--- config.mk ---
export PLATFORM = sky130hd
export DESIGN_NAME = sr_ctrl_flat
export DESIGN_NICKNAME = d
export VERILOG_FILES = /design/src/rtl/sr_pkg.sv /design/src/rtl/sr_ctrl_if.sv /design/src/rtl/sr_ctrl.sv /design/src/flat_wrapper.sv
export SDC_FILE = /design/constraint.sdc
export NUM_CORES = 1
export LEC_CHECK = 0
export CAP_MARGIN = 10
export CORE_MARGIN = 2
export CORE_UTILIZATION = 42
export CTS_CLUSTER_SIZE = 40
export DETAILED_ROUTE_END_ITERATION = 10
export GPL_ROUTABILITY_DRIVEN = 0
export GPL_TIMING_DRIVEN = 0
export PLACE_DENSITY = 0.72
export SLEW_MARGIN = 30
export SYNTH_ARGS = -nofsm -noshare
export SYNTH_HDL_FRONTEND = slang
export SYNTH_SLANG_ARGS = --single-unit
--- constraint.sdc ---
create_clock -name clk -period 1.3 [get_ports clk]
set_input_delay 0.195 -clock clk [delete_from_list [all_inputs] [get_ports clk]]
set_output_delay 0.195 -clock clk [all_outputs]
set_load 0.005 [all_outputs]
--- src/rtl/sr_pkg.sv ---
// Shared types and constants for the SR flip-flop command controller.
package sr_pkg;

   localparam int PULSE_LEN_DEF = 2;
   localparam int TIMEOUT_DEF   = 4;
   localparam int CNT_W         = 4;

   typedef enum logic [1:0] {
      IDLE  = 2'd0,
      DRIVE = 2'd1,
      WAIT  = 2'd2,
      DONE  = 2'd3
   } sr_state_t;

   // True when the flip-flop feedback already shows the requested level.
   function automatic logic fb_match(input logic q, input logic qb, input logic level);
      return (q == level) && (qb == ~level);
   endfunction

endpackage

--- src/rtl/sr_ctrl_if.sv ---
// Command handshake, flip-flop drive/feedback and status bundle for sr_ctrl.
// Handshake: a command transfers on a rising edge where req_valid and
// req_ready are both 1; req_level is sampled on that same edge. req_valid
// while req_ready is 0 is dropped, nothing is queued.
interface sr_ctrl_if;

   logic req_valid;
   logic req_level;
   logic req_ready;
   logic q_fb;
   logic qb_fb;
   logic clr_err;
   logic s;
   logic r;
   logic done;
   logic err_timeout;
   logic err_fb;

   modport master (
      output req_valid, req_level, q_fb, qb_fb, clr_err,
      input  req_ready, s, r, done, err_timeout, err_fb
   );

   modport slave (
      input  req_valid, req_level, q_fb, qb_fb, clr_err,
      output req_ready, s, r, done, err_timeout, err_fb
   );

endinterface

--- src/rtl/sr_ctrl.sv ---
// Drives an external SR flip-flop to a requested level with a fixed-length
// S or R pulse, then waits a bounded time for Q/QB feedback to confirm.
// Every output is a flop loaded from the next-state decode, so s and r can
// never glitch and never both be high.
module sr_ctrl
   import sr_pkg::*;
#(
   parameter int PULSE_LEN = PULSE_LEN_DEF,
   parameter int TIMEOUT   = TIMEOUT_DEF
) (
   input  logic      clk,
   input  logic      rst,
   sr_ctrl_if.slave  bus,
   output sr_state_t state
);

   localparam logic [CNT_W-1:0] PULSE_LAST = CNT_W'(PULSE_LEN - 1);
   localparam logic [CNT_W-1:0] WAIT_LAST  = CNT_W'(TIMEOUT - 1);

   sr_state_t        state_q, state_d;
   logic             level_q, level_d;
   logic [CNT_W-1:0] pulse_cnt_q, pulse_cnt_d;
   logic [CNT_W-1:0] wait_cnt_q, wait_cnt_d;
   logic             s_q, r_q, done_q, ready_q;
   logic             s_d, r_d, done_d, ready_d;
   logic             err_tmo_q, err_fb_q;
   logic             tmo_set, fb_set;

   // Next-state, counters and the values the output flops will load.
   always_comb begin
      state_d     = state_q;
      level_d     = level_q;
      pulse_cnt_d = pulse_cnt_q;
      wait_cnt_d  = wait_cnt_q;
      tmo_set     = 1'b0;
      fb_set      = 1'b0;
      case (state_q)
         IDLE: begin
            if (bus.req_valid && ready_q) begin
               level_d = bus.req_level;
               if (fb_match(bus.q_fb, bus.qb_fb, bus.req_level)) begin
                  state_d = DONE;
               end else begin
                  state_d     = DRIVE;
                  pulse_cnt_d = '0;
               end
            end
         end
         DRIVE: begin
            if (pulse_cnt_q == PULSE_LAST) begin
               state_d    = WAIT;
               wait_cnt_d = '0;
            end else begin
               pulse_cnt_d = pulse_cnt_q + CNT_W'(1);
            end
         end
         WAIT: begin
            // Q equal to QB is an illegal flip-flop state; flag it but keep waiting.
            if (bus.q_fb == bus.qb_fb) begin
               fb_set = 1'b1;
            end
            if (fb_match(bus.q_fb, bus.qb_fb, level_q)) begin
               state_d = DONE;
            end else if (wait_cnt_q == WAIT_LAST) begin
               state_d = IDLE;
               tmo_set = 1'b1;
            end else begin
               wait_cnt_d = wait_cnt_q + CNT_W'(1);
            end
         end
         DONE: begin
            state_d = IDLE;
         end
         default: begin
            state_d = IDLE;
         end
      endcase
      s_d     = (state_d == DRIVE) && level_d;
      r_d     = (state_d == DRIVE) && !level_d;
      done_d  = (state_d == DONE);
      ready_d = (state_d == IDLE);
   end

   // State, captured level, counters and registered outputs.
   always_ff @(posedge clk or posedge rst) begin
      if (rst) begin
         state_q     <= IDLE;
         level_q     <= 1'b0;
         pulse_cnt_q <= '0;
         wait_cnt_q  <= '0;
         s_q         <= 1'b0;
         r_q         <= 1'b0;
         done_q      <= 1'b0;
         ready_q     <= 1'b1;
      end else begin
         state_q     <= state_d;
         level_q     <= level_d;
         pulse_cnt_q <= pulse_cnt_d;
         wait_cnt_q  <= wait_cnt_d;
         s_q         <= s_d;
         r_q         <= r_d;
         done_q      <= done_d;
         ready_q     <= ready_d;
      end
   end

   // Sticky error flags; a new error in the same cycle as clr_err keeps the flag set.
   always_ff @(posedge clk or posedge rst) begin
      if (rst) begin
         err_tmo_q <= 1'b0;
         err_fb_q  <= 1'b0;
      end else begin
         err_tmo_q <= tmo_set | (err_tmo_q & ~bus.clr_err);
         err_fb_q  <= fb_set  | (err_fb_q  & ~bus.clr_err);
      end
   end

   assign bus.s           = s_q;
   assign bus.r           = r_q;
   assign bus.done        = done_q;
   assign bus.req_ready   = ready_q;
   assign bus.err_timeout = err_tmo_q;
   assign bus.err_fb      = err_fb_q;
   assign state           = state_q;

endmodule

--- src/flat_wrapper.sv ---
// flat-port wrapper written by rule: the top's interface ports become plain ports
module sr_ctrl_flat import sr_pkg::*;
#(
   parameter int PULSE_LEN = PULSE_LEN_DEF,
   parameter int TIMEOUT   = TIMEOUT_DEF
)
  (clk, rst, state, bus_req_valid, bus_req_level, bus_q_fb, bus_qb_fb, bus_clr_err, bus_req_ready, bus_s, bus_r, bus_done, bus_err_timeout, bus_err_fb);
  sr_ctrl_if bus_i ();
  input  logic clk;
  input  logic rst;
  output sr_state_t state;
  input wire logic [$bits(bus_i.req_valid)-1:0] bus_req_valid;
  input wire logic [$bits(bus_i.req_level)-1:0] bus_req_level;
  input wire logic [$bits(bus_i.q_fb)-1:0] bus_q_fb;
  input wire logic [$bits(bus_i.qb_fb)-1:0] bus_qb_fb;
  input wire logic [$bits(bus_i.clr_err)-1:0] bus_clr_err;
  output wire logic [$bits(bus_i.req_ready)-1:0] bus_req_ready;
  output wire logic [$bits(bus_i.s)-1:0] bus_s;
  output wire logic [$bits(bus_i.r)-1:0] bus_r;
  output wire logic [$bits(bus_i.done)-1:0] bus_done;
  output wire logic [$bits(bus_i.err_timeout)-1:0] bus_err_timeout;
  output wire logic [$bits(bus_i.err_fb)-1:0] bus_err_fb;
  assign bus_i.req_valid = bus_req_valid;
  assign bus_i.req_level = bus_req_level;
  assign bus_i.q_fb = bus_q_fb;
  assign bus_i.qb_fb = bus_qb_fb;
  assign bus_i.clr_err = bus_clr_err;
  assign bus_req_ready = bus_i.req_ready;
  assign bus_s = bus_i.s;
  assign bus_r = bus_i.r;
  assign bus_done = bus_i.done;
  assign bus_err_timeout = bus_i.err_timeout;
  assign bus_err_fb = bus_i.err_fb;
  sr_ctrl #(.PULSE_LEN(PULSE_LEN), .TIMEOUT(TIMEOUT)) u_core (.clk(clk), .rst(rst), .bus(bus_i), .state(state));
endmodule
; ---- Word level (Yosys, flattened, before mapping)
; Index checks and enable logic that the tools add are counted.
[totals]
regBits = 17
inputBits = 7
out_inout_bits = 8
word_cells = 70
[classes]
addsub = 2
n_eq_ne = 18
muxes = 21
n_bitwise = 7
n_reduce_logical = 12
[ops]
columns = op, count
row1 = 2-to-1 mux 4 bit, 6
row2 = one-hot mux 4 bit (2 select lines), 2
row3 = 2-to-1 mux 2 bit, 5
row4 = adder 4 x 1 -> 4 bit (second input constant), 2
row5 = != test 2 bit (second input constant), 4
row6 = one-hot mux 2 bit (4 select lines), 1
row7 = AND reduction 4 bit, 2
row8 = 2-to-1 mux 1 bit, 7
row9 = == test 2 bit (second input constant), 3
row10 = == test 1 bit, 5
row11 = logical AND 1 bit, 5
row12 = == test 2 x 1 -> 1 bit (second input constant), 2
row13 = == test 4 x 1 -> 1 bit (second input constant), 1
row14 = == test 4 x 2 -> 1 bit (second input constant), 1
row15 = zero test 2 bit, 2
row16 = != test 2 x 1 -> 1 bit (second input constant), 2
row17 = nonzero test 2 bit, 2
row18 = NOT 1 bit, 3
row19 = bitwise AND 1 bit, 2
row20 = OR 1 bit, 2
row21 = zero test 1 bit, 1

; ---- Depth between registers and ports, before layout
[depth]
ltp_word = 8
mapped_depth = 5
mapped_depth_nobuf = 5

; ---- Least setup slack after synthesis
; OpenSTA, ideal clock, no wires.
[synth_timing]
path_kind = reg-to-reg
startpoint = reg u_core.wait_cnt_q[0]
endpoint = reg u_core.wait_cnt_q[1]
arrival_ns = 1.291
slack_ns = -0.070
path_stages_with_launch = 6
period_less_slack_ns = 1.370
path_cell_list = dfrtp_1 ha_1 nor3b_1 o21ai_1 o211a_1 mux2i_1
[synth_via]
elab_chain_len = 4
elab_cells_between_ends = 7
[synth_lines]
columns = element, line
row1 = "start, declared", sr_ctrl.sv:23  ; logic [CNT_W-1:0] wait_cnt_q, wait_cnt_d;
row2 = "start signal, assigned", sr_ctrl.sv:99  ; wait_cnt_q <= wait_cnt_d;
row3 = adder 4 x 1 -> 4 bit, sr_ctrl.sv:68  ; wait_cnt_d = wait_cnt_q + CNT_W'(1);
row4 = 2-to-1 mux 4 bit, sr_ctrl.sv:64  ; end else if (wait_cnt_q == WAIT_LAST) begin
row5 = 2-to-1 mux 4 bit, sr_ctrl.sv:62  ; if (fb_match(bus.q_fb, bus.qb_fb, level_q)) begin
row6 = one-hot mux 4 bit (2 select lines), sr_ctrl.sv:37  ; case (state_q)
; Parallel ways exist; a longest one is shown, timed or not. The select of a mux whose other input is x is not followed.
; A chain may end at the register's enable or synchronous reset.

; ---- Final worst setup path
[layout_timing]
startpoint = reg u_core.state_q[0] (netlist: u_core.state[0])
endpoint = reg u_core.wait_cnt_q[1]
[layout_via]
elab_chain_len = 3
elab_cells_between_ends = 8
[layout_lines]
columns = element, line
row1 = "start, declared", sr_ctrl.sv:20  ; sr_state_t state_q, state_d;
row2 = "start signal, assigned", sr_ctrl.sv:96  ; state_q <= state_d;
row3 = == test 2 bit / == test 2 x 1 -> 1 bit (equally long branches), sr_ctrl.sv:37
row4 = != test 2 bit (no source line) (tied with other cells), -
row5 = AND reduction 4 bit (no source line), -
; Parallel ways exist; a longest one is shown, timed or not.

==> results_dict.tcl <==
set metrics [dict create \
    synth_adder_area_share_pct 4.30 \
    die_w_microns 49.6 \
    synthMuxAreaShare_pct 2.30 \
    drive_gt1_share_pct 42.5 \
    n_fill_cell 167 \
    io_buffers 14 \
    setup_ws_ns -0.137 \
    drt-initial-drc-count 11 \
    power_density_mw_per_mm2 2120 \
    synth-compound-area-share_pct 21.8 \
    syn_area_sq_um 872 \
    clk_pin_slew_ns 0.10 \
    wl_microns 2340 \
    critPathMaxFanout 5 \
    path_class "register to register" \
    cts_max_level 1 \
    vias_per_cell 5.45 \
    dieArea_sq_mm 0.00246 \
    synthArstFlopShare_pct 100 \
    syn_nets 97 \
    clock_latency_ns 0.29 \
    synthFlopType "dfrtp_1" \
    synthSimpleGateAreaFrac_pct 19.1 \
    grt.total_usage_pct 20.0 \
    crit_path_end_kind "register" \
    synthCells 87 \
    drtAntennaViolNets 0 \
    syn_avg_cell_area_sq_um 10.0 \
    drc 0 \
    cts_root_buffer "clkbuf_4" \
    cts_buffers 3 \
    leakage_nw 0.643 \
    violations "negative setup slack" \
    finalMaxSlewViolations 0 \
    dp_hpwl_microns 1320 \
    crit_arrival_ns 1.65 \
    row_count 16 \
    required_ns 1.52 \
    synth.largest_area_cell "dfrtp_1" \
    overflow 0 \
    finalSetupTns_ns -0.467 \
    synth_top_family_by_area "compound AO/OA/AOI/OAI gates" \
    ys_top_cells_by_count "16 x dfrtp_1, 8 x a21oi_1, 8 x nor2_1" \
    synth_xor_area_share_pct 1.00 \
    ir_worst_vdd_mv 1.20 \
    grt_pass1_wl_microns 3650 \
    yosysUniqueCellTypes 34 \
    yosysWarnings 0 \
    hold_viol 0 \
    rsz0062_at_grt "true" \
    start_util_pct 44.5 \
    nets 138 \
    coreArea_sq_mm 0.00196 \
    antenna_cells 0 \
    firstDrtPassIters 5 \
    vias 840 \
    cap_violations 0 \
    grt_pass1_vias 826 \
    worst_pin_slew_ns 0.671 \
    ios 15 \
    fin_skew_ns 0.00479 \
    yosys-top-cells-area "dfrtp_1 46%, a21oi_1 4.6%, ha_1 4.3%, nor2_1 3.4%, dfstp_2 3.0%" \
    die-height_microns 49.6 \
    final_util_pct 69.3 \
    antenna_found_initial 0 \
    max_freq_mhz 696 \
    yosysMostFrequentCell "dfrtp_1" \
    yosysSeqAreaShare_pct 48.9 \
    wl_per_cell_microns 15.2 \
    min_period_ns 1.44 \
    area_growth_pct 56.0 \
    cts_buffer_depth 2 \
    cts_tree "yes" \
    cts.sinks 17 \
    hold_class "input pin to async pin" \
    synth_top_area_share_pct 45.9 \
    start_kind "register" \
    synth-seq-cells 17 \
    post-route-period-util_pct 111 \
    grt_max_degree 18 \
    slew-limit-headroom_pct 55.2 \
    setup_viol 8 \
    status "finished with violations" \
    synth_edf_count 0 \
]
cells by family after synthesis:
family | Yosys count
DFF | 17
adders and majority gates | 3
AOI/OAI and AO/OA | 27
buffers and inverters | 6
xor gates and xnor gates | 1
and+or+nand+nor | 31
muxes | 2
cell usage in the layout, fill, tap and decap left out, types with 2 or more instances in the layout:
cell             count
buf_4               18
dfrtp_1             14
dlygate4sd2_1        7
nand2_1              6
nor2_1               5
a21oi_1              5
inv_1                5
clkdlybuf4s50_1      5
nor2_2               3
nand3_2              3
clkbuf_4             3
buf_6                3
nand2b_4             2
a21oi_4              2
o21ai_1              2
mux2i_1              2
nand3_1              2
o22a_1               2
o21ai_0              2
a21oi_2              2
dfrtp_2              2
where the power goes:
part / internal (W) / leakage, nW / switching [W]
clock network: 0.000115 / 0.0177 / 0.000172
logic: 0.000916 / 0.408 / 0.000769
registers: 0.000740 / 0.218 / 0.000175
total: 0.00177 / 0.643 / 0.00112
worst max-delay path, stage by stage, from the launching register on:
cell and delay, ns:
dfrtp_2 0.46, buf_6 0.13, nand2b_4 0.16, o21ai_2 0.18, o211a_1 0.21, mux2i_1 0.22
through the flow:
step                      total power (W)  hold slack [ns]  std cells  setup slack (ns)  area [sq um]
final                             0.00289            0.287        154            -0.137          1360
after global routing              0.00307            0.337        154            -0.198          1360
after detailed placement          0.00187            0.474        128            -0.493          1050
after CTS                         0.00260            0.309        150            -0.111          1280
after floorplan                   0.00150            0.120         87           -0.0411           880
after global placement            0.00183            0.480        128            -0.426          1050
registers in the layout (all words and copies together) (netlist names):
name                    count
u_core.state                2
u_core.bus.r                1
u_core.wait_cnt_q           4
u_core.bus.done             1
u_core.pulse_cnt_q          4
u_core.level_q              1
u_core.bus.err_fb           1
u_core.bus.err_timeout      1
u_core.bus.s                1
u_core.bus.req_ready        1
worst paths after layout:
| check | slack [ns] | end | cells after the start | startpoint |
|---|---|---|---|---|
| max in group asynchronous | 0.55 | u_core.state[1]$_DFF_PP0_ | 2 | rst |
| max | -0.14 | u_core.wait_cnt_q[1]$_DFFE_PP0P_ | 5 | u_core.state[0]$_DFF_PP0_ |
| min reg2reg | 0.50 | u_core.bus.err_fb$_DFF_PP0_ | 1 | u_core.bus.err_fb$_DFF_PP0_ |
| max reg2reg | -0.14 | u_core.wait_cnt_q[1]$_DFFE_PP0P_ | 5 | u_core.state[0]$_DFF_PP0_ |
| min in group clk | 0.48 | u_core.bus.err_fb$_DFF_PP0_ | 3 | bus_qb_fb |
| min | 0.29 | u_core.wait_cnt_q[1]$_DFFE_PP0P_ | 2 | rst |
final cells by class:
type | count | area, sq um | share of cell area [%]
Tap cell | 27 | 33.8 | 2.48
Clock buffer | 3 | 22.5 | 1.66
Timing Repair Buffer | 36 | 315 | 23.2
Clock inverter | 1 | 5.00 | 0.368
Inverter | 6 | 22.5 | 1.66
Multi-Input combinational cell | 64 | 532 | 39.1
Sequential cell | 17 | 429 | 31.6
metal layers:
layer  up-vias  GRT usage [%]  share of wire, %
li1        401              -                 -
met2        43           34.2                51
met1       388           22.9                43
met3         8           4.55               4.4
met5         -              0                 0
met4         0           10.6               2.0
what timing repair did:
item | CTS | global route
resized for setup | 26 | 18
setup endpoints to repair | 19 | 17
hold buffers | 0 | 0
pin swaps | 6 | 7
setup buffers | 18 | 5
Note: power is estimated with default switching activity, not from simulation.
